**src/rtl/hs_sync_aligner.sv**
```systemverilog
// HS receive aligner: hunts for the zero preamble and sync character in the byte stream,
// then emits bit-aligned payload bytes at the offset where sync was found.
module hs_sync_aligner #(
   parameter logic [7:0]  SYNC_CHAR   = 8'h1D,
   parameter int unsigned ZERO_MIN    = 8,
   parameter int unsigned TIMEOUT_CYC = 16,
   parameter bit          ERR_TOL     = 1'b1
) (
   input  logic       RxByteClkHS,
   input  logic       Rst,
   input  logic       Enable,
   input  logic [7:0] DataHS,
   output logic       RxSyncHS,
   output logic [2:0] RxSyncPosition,
   output logic [7:0] RxDataHS,
   output logic       RxValidHS,
   output logic       ErrSotHS,
   output logic       ErrSotSyncHS
);

   localparam logic [15:0] ZeroMask    = 16'((32'd1 << ZERO_MIN) - 32'd1);
   localparam int          ZeroLast    = 16 - int'(ZERO_MIN);
   localparam logic [7:0]  TimeoutLast = 8'(TIMEOUT_CYC - 1);

   typedef enum logic [1:0] {StIdle, StHuntZero, StHuntSync, StLocked} state_e;

   state_e      state_q;
   logic [7:0]  prev_q;
   logic [7:0]  cnt_q;
   logic [7:0]  data_q;
   logic [2:0]  pos_q;
   logic        sync_q;
   logic        valid_q;
   logic        err_sot_q;
   logic        err_sync_q;

   logic [15:0] win;
   logic        zero_found;
   logic        exact_any;
   logic        err_any;
   logic [2:0]  exact_pos;
   logic [2:0]  err_pos;
   logic [7:0]  cand;
   logic [7:0]  diff;

   assign win = {DataHS, prev_q};

   always_comb begin
      zero_found = 1'b0;
      for (int j = 0; j <= ZeroLast; j++) begin
         if (((win >> j) & ZeroMask) == 16'h0000) zero_found = 1'b1;
      end
   end

   // Scan from the top offset down so the lowest matching offset is the one that sticks.
   always_comb begin
      exact_any = 1'b0;
      err_any   = 1'b0;
      exact_pos = 3'd0;
      err_pos   = 3'd0;
      cand      = 8'h00;
      diff      = 8'h00;
      for (int k = 7; k >= 0; k--) begin
         cand = win[k +: 8];
         diff = cand ^ SYNC_CHAR;
         if (diff == 8'h00) begin
            exact_any = 1'b1;
            exact_pos = 3'(k);
         end
         if ((diff != 8'h00) && ((diff & (diff - 8'd1)) == 8'h00)) begin
            err_any = 1'b1;
            err_pos = 3'(k);
         end
      end
   end

   always_ff @(posedge RxByteClkHS or posedge Rst) begin
      if (Rst) begin
         state_q    <= StIdle;
         prev_q     <= 8'hFF;
         cnt_q      <= 8'h00;
         data_q     <= 8'h00;
         pos_q      <= 3'd0;
         sync_q     <= 1'b0;
         valid_q    <= 1'b0;
         err_sot_q  <= 1'b0;
         err_sync_q <= 1'b0;
      end else begin
         sync_q     <= 1'b0;
         valid_q    <= 1'b0;
         err_sot_q  <= 1'b0;
         err_sync_q <= 1'b0;
         if (!Enable) begin
            state_q <= StIdle;
            cnt_q   <= 8'h00;
         end else begin
            prev_q <= DataHS;
            unique case (state_q)
               StIdle: state_q <= StHuntZero;
               StHuntZero: begin
                  if (zero_found) begin
                     state_q <= StHuntSync;
                     cnt_q   <= 8'h00;
                  end
               end
               StHuntSync: begin
                  if (exact_any || (ERR_TOL && err_any)) begin
                     state_q   <= StLocked;
                     sync_q    <= 1'b1;
                     err_sot_q <= ~exact_any;
                     pos_q     <= exact_any ? exact_pos : err_pos;
                     cnt_q     <= 8'h00;
                  end else if (cnt_q == TimeoutLast) begin
                     state_q    <= StHuntZero;
                     err_sync_q <= 1'b1;
                     cnt_q      <= 8'h00;
                  end else begin
                     cnt_q <= cnt_q + 8'd1;
                  end
               end
               StLocked: begin
                  data_q  <= win[pos_q +: 8];
                  valid_q <= 1'b1;
               end
               default: state_q <= StIdle;
            endcase
         end
      end
   end

   assign RxSyncHS       = sync_q;
   assign RxSyncPosition = pos_q;
   assign RxDataHS       = data_q;
   assign RxValidHS      = valid_q;
   assign ErrSotHS       = err_sot_q;
   assign ErrSotSyncHS   = err_sync_q;

endmodule

```
**config.mk**
```make
export PLATFORM = sky130hd
export DESIGN_NAME = hs_sync_aligner
export DESIGN_NICKNAME = d
export VERILOG_FILES = /design/src/rtl/hs_sync_aligner.sv
export SDC_FILE = /design/constraint.sdc
export NUM_CORES = 1
export LEC_CHECK = 0
export ABC_AREA = 1
export CAP_MARGIN = 40
export CORE_UTILIZATION = 53
export CTS_CLUSTER_DIAMETER = 30
export DETAILED_ROUTE_END_ITERATION = 6
export GPL_ROUTABILITY_DRIVEN = 0
export PLACE_DENSITY = 0.77
export SYNTH_ARGS = -nofsm -noshare
export SYNTH_HDL_FRONTEND = slang
export SYNTH_SLANG_ARGS = --single-unit
```
**constraint.sdc**
```tcl
create_clock -name RxByteClkHS -period 1.7 [get_ports RxByteClkHS]
set_input_delay 0.17 -clock RxByteClkHS [delete_from_list [all_inputs] [get_ports RxByteClkHS]]
set_output_delay 0.17 -clock RxByteClkHS [all_outputs]
set_load 0.005 [all_outputs]
```
After elaboration in Yosys (flattened, before gate mapping) --
Cells that the tools add are included. W data, S select, Z words.
Word-level totals: output and inout bits 15, word-level logic and storage cells 155, register bits after elaboration 33, input port bits 11
Cells by class: shifts and indexed selects 1, bitwise gates (word level) 17, equality and inequality tests 8, muxes and demuxes 64, add/subtract/negate cells 9, reductions and logical operators 47
Operators by type and width (number):
- $logic_not A16 Y1 | 9
- $logic_not A8 Y1 | 16
- $and A8 B8 Y8 | 8
- $reduce_bool A8 Y1 | 8
- $sub A8 B1 Y8 const B | 8
- $mux W3 | 17
- $mux W1 | 37
- $mux W8 | 4
- $not A4 Y4 | 8
- $pmux W8 S2 | 1
- $shiftx A16 B4 Y8 | 1
- $add A8 B1 Y8 const B | 1
- $eq A8 B4 Y1 const B | 1
- $logic_and A1 B1 Y1 | 8
- $mux W2 | 4
- $pmux W2 S3 | 1
- $reduce_and A3 Y1 | 2
- $eq A2 B2 Y1 const B | 2
- $ne A4 B1 Y1 const B | 1
- $ne A4 B4 Y1 const B | 1
- $reduce_and A2 Y1 | 2
- $ne A3 B1 Y1 const B | 1
- $ne A3 B3 Y1 const B | 1
- $eq A2 B1 Y1 const B | 1
- other kinds (3) | 3

Depth between registers and ports, before layout --
Gate-level depths: netlist of run 1.
word-level depth 17, depth in mapped cells 16, gate-level depth less buffers 15

Worst setup path after synthesis of run 1 --
OpenSTA, ideal clock, no wires.
path type register -> register, start point register prev_q[6], in the netlist cand[6], end point register pos_q[1], in the netlist RxSyncPosition[1], path slack -0.162 ns, arrival 1.731 ns, period minus slack after synthesis 1.862 ns, required time 1.569 ns, library setup time 0.131 ns, cell stages (with the launch flop) 15, path buffers 1, cell sequence dfstp_2 > buf_4 > inv_4 > nor2_2 > nand2_1 > nor2_2 > nor2_1 > nand3_2 > nand2_2 > nor2_8 > nand3_4 > nand3_4 > clkinv_4 > nand2_2 > o21ai_2
On the way: cells in the longest elaborated chain, start to end 14, elaborated cells between the ends (all ways) 77, classes of those cells add/sub (7); mux (29); bitwise (11); reduce/logical (30)
Ends and longest elaborated chain:
- start, declared | line 28 | logic [7:0] prev_q;
- start signal, assigned | line 97 | prev_q <= DataHS;
- $not A4 Y4 (no source line)
- $sub A8 B1 Y8 | line 70 | if ((diff != 8'h00) && ((diff & (diff - 8'd1)) == 8'h00)) begin
- $and A8 B8 Y8 | line 70
- $logic_not A8 Y1 | line 70
- $logic_and A1 B1 Y1 | line 70
- $mux W1 (7 in series) | line 70
- $logic_or A1 B1 Y1 | line 107 | if (exact_any || (ERR_TOL && err_any)) begin
- $reduce_and A3 Y1 (no source line)
- end signal, assigned | line 111 | pos_q <= exact_any ? exact_pos : err_pos;
- end, declared | line 31 | logic [2:0] pos_q;
Several ways; a longest one is shown, not always the timed one. A chain may end at the register's enable or synchronous reset.

Worst setup path after layout of run 1 --
start point register prev_q[7], in the netlist cand[7], end point register pos_q[0], in the netlist RxSyncPosition[0]
On the way: cells in the longest elaborated chain, start to end 15, elaborated cells between the ends (all ways) 87, classes of those cells add/sub (8); mux (33); bitwise (12); reduce/logical (34)
Ends and longest elaborated chain (line):
- $not A4 Y4 (no source line)
- $sub A8 B1 Y8 | 70
- $and A8 B8 Y8 | 70
- $logic_not A8 Y1 | 70
- $logic_and A1 B1 Y1 | 70
- $mux W1 (8 in series) | 70
- $logic_or A1 B1 Y1 | 107
- $reduce_and A3 Y1 (no source line)
Several ways; a longest one is shown, not always the timed one.

==> results of run 1 <==
==> per-layer routing <==
| layer | vias to the layer above | part of all wire (%) |
|---|---|---|
| li1 | 1692 | - |
| met1 | 1661 | 38 |
| met2 | 226 | 47 |
| met3 | 64 | 9.2 |
| met4 | 0 | 5.3 |
| met5 | - | 0 |
==> registers in the layout, summed over array words and instances, names as in the netlist <==
signal and count:
state_q 2, ErrSotSyncHS 1, RxDataHS 8, RxValidHS 1
cnt_q 8, ErrSotHS 1, RxSyncPosition 3, RxSyncHS 1
cand 8
==> repair_timing <==
item | CTS | global route
setup buffers | 7 | 7
endpoints found under the hold margin | 0 | 0
pin swaps | 4 | 14
gates resized for setup | 16 | 23
endpoints found under the setup margin | 20 | 22
==> Yosys cell counts (6+ instances only) <==
cell type	number
a21oi_1	9
buf_4	7
clkbuf_1	8
dfrtp_1	25
dfstp_2	8
inv_1	41
inv_2	8
nand2_1	133
nand2_2	13
nand3_1	20
nand4_1	7
nor2_1	63
nor2_2	7
nor2_4	6
o211ai_1	6
o21ai_0	41
o21ai_1	9
==> report_power, final <==
group,switching (W),leakage (nW),internal (W)
registers,0.0000964,0.415,0.000918
clock network,0.000306,0.0450,0.000284
logic,0.000779,1.62,0.000669
==> metrics by stage <==
stage	std cells	hold slack [ps]	total power, W	area (um2)
finish	640	267	0.00305	4210
global route	640	300	0.00325	4210
CTS	633	281	0.00297	4070
detailed placement	618	466	0.00235	3890
global placement	618	467	0.00231	3890
floorplan	464	276	0.00179	3080
==> worst paths after layout <==
check,startpoint,to,slack [ps]
max in group asynchronous,Rst,cand[1],1090
min in group RxByteClkHS,DataHS[7],cand[7],450
hold / removal,Rst,RxDataHS[5],270
setup / recovery,cand[7],RxSyncPosition[0],-470
hold reg to reg,RxDataHS[3],RxDataHS[3],480
setup reg to reg,cand[7],RxSyncPosition[0],-470
==> area by class of cell <==
type	count	area share (%)
Clock buffer	6	1.72
Clock inverter	2	0.238
Inverter	53	4.96
Multi-Input combinational cell	359	48.2
Sequential cell	33	19.8
Tap cell	72	2.14
Timing Repair Buffer	115	22.9
==> kinds of logic after synthesis <==
kind of cell,after synthesis
buf+inv,72
flops,33
fa+ha+maj,5
simple gates,276
mux,2
compound gates,76
==> critical path, cell delays in order, from the launching register on <==
cell and delay, ps:
dfstp_2 690, buf_6 160, nand2_8 60, nor2_4 150, buf_6 110, nand3_1 60
nand2_1 100, nand2_2 70, inv_2 80, nand2_4 60, buf_4 130, nand3_1 60
nand2_1 60, nand2_1 80, a21oi_1 90, o21ai_1 120
==> results.yml, run 1 <==
routing:
  drt_first_pass_iters: 7
  vias_per_cell: 5.69
  wirelength_um: 10200
  vias: 3643
  wl_per_cell_um: 16.0
  ant_nets: 0
  drc_errors: 0
  drt_iter0_drc: 440
yosys:
  synth_compound_area_share_pct: 13.9
  ys.flop_type: "dfrtp_1"
  synth_top_cell_area_share_pct: 20.5
  async_flop_share_pct: 100
  synth_top_family_by_area: "simple AND/OR/NAND/NOR gates"
  yosys.area.top_type: "dfrtp_1"
  yosys.area_share.adder_pct: 2.05
  synth_cells: 464
  yosysUniqueCellTypes: 45
  synth_xor_area_share_pct: 0
  synth_area_um2: 3050
  avgSynthCellArea_um2: 6.57
  post_synth_and_or_nand_nor_area_fraction_pct: 45.3
  muxShareOfSynthArea_pct: 0.656
  syn_nets: 480
  ys_seq_area_share_pct: 27.4
  yosysWarnings: 0
  synth.area.top_cells: "dfrtp_1 (21%), nand2_1 (16%), nor2_1 (7.8%), dfstp_2 (6.9%), o21ai_0 (6.7%)"
  synth_edf_count: 0
  synth-seq-cells: 33
global_route:
  groute.usage.overall_pct: 32.8
  antenna_found_initial: 0
  grt_pass1_wl_um: 15500
  grt_pass1_vias: 3422
  use_met2_pct: 54.8
  grt_start_max_net_pins: 34
  grt_remaining_overflow: 0
  use_met1_pct: 39.5
  busiest_layer: "met2"
  grt_util_met3_pct: 7.53
die:
  start_util_pct: 55.1
  core_um2: 5540
  die_w_um: 77.9
  ioPinCount: 26
  dieArea_um2: 6060
  die_y_um: 77.9
  rows: 27
finish:
  layout_commonest_cell: "nand2_1"
  final_cell_mix: "nand2_1 (122), buf_4 (84), nor2_1 (59)"
  postLayoutCoreUtil_pct: 76.0
  multi_input_area_um2: 2030
  syn2layout_area_growth_pct: 38.1
  nets: 583
  ff_latch_area_um2: 836
  nFillCells: 383
  drive_gt1_share_pct: 32.9
  n_antenna_cell: 0
sta:
  worst_slack_ps: -469
  fin_crit_sh_pct: 128
  tightest_slew_ps: 416
  finalClockSkew_ps: 13.4
  setup_violations: 20
  slew_violations: 0
  rsz0062_at_grt: "true"
  timing.fmax_ghz: 0.461
  finalHoldViolations: 0
  slew_headroom_pct: 72.2
  tns_ps: -6600
  fin_crit_ps: 2170
outcome:
  violations: "negative setup slack"
  status: "complete, but fails checks"
worst_setup_path:
  end_kind: "flop"
  critPathKind: "flop to flop"
  worstSetupStartpointType: "flop"
  crit_fanout: 7
  required_ps: 1930
  worstPathArrival_ps: 2400
  r2r_cells: 15
place:
  dp_slack_ps: -536
  place.port_buffers: 25
  dpl.hpwl_um: 6900
min_path:
  hp-class: "input pin to async pin"
clock_tree:
  cts-buffers-inserted: 5
  clkSlewWorstSetupHoldPaths_ps: 80
  hold_buffers: 0
  insertion_delay_ps: 290
  ctsLongestPathBuffers: 2
  cts_root_buf: "clkbuf_8"
  clock_sinks: 33
  cts_max_level: 2
  tritoncts: "built"
power_and_ir_drop:
  vdd_drop_max_mv: 0.594
  powerDensity_nw_per_um2: 725
  leakage_nw: 2.08
flow_run:
  cap_violations: 0
Note: power is estimated with default switching activity, not from simulation.
==> inputs of run 2 (changes only) <==
--- a/config.mk
+++ b/config.mk
@@ -15,3 +15,4 @@
 export SYNTH_ARGS = -nofsm -noshare
 export SYNTH_HDL_FRONTEND = slang
 export SYNTH_SLANG_ARGS = --single-unit
+export TNS_END_PERCENT = 100
==> results of run 2 <==
Final layout, timing and power as in run 1 (identical DEF).
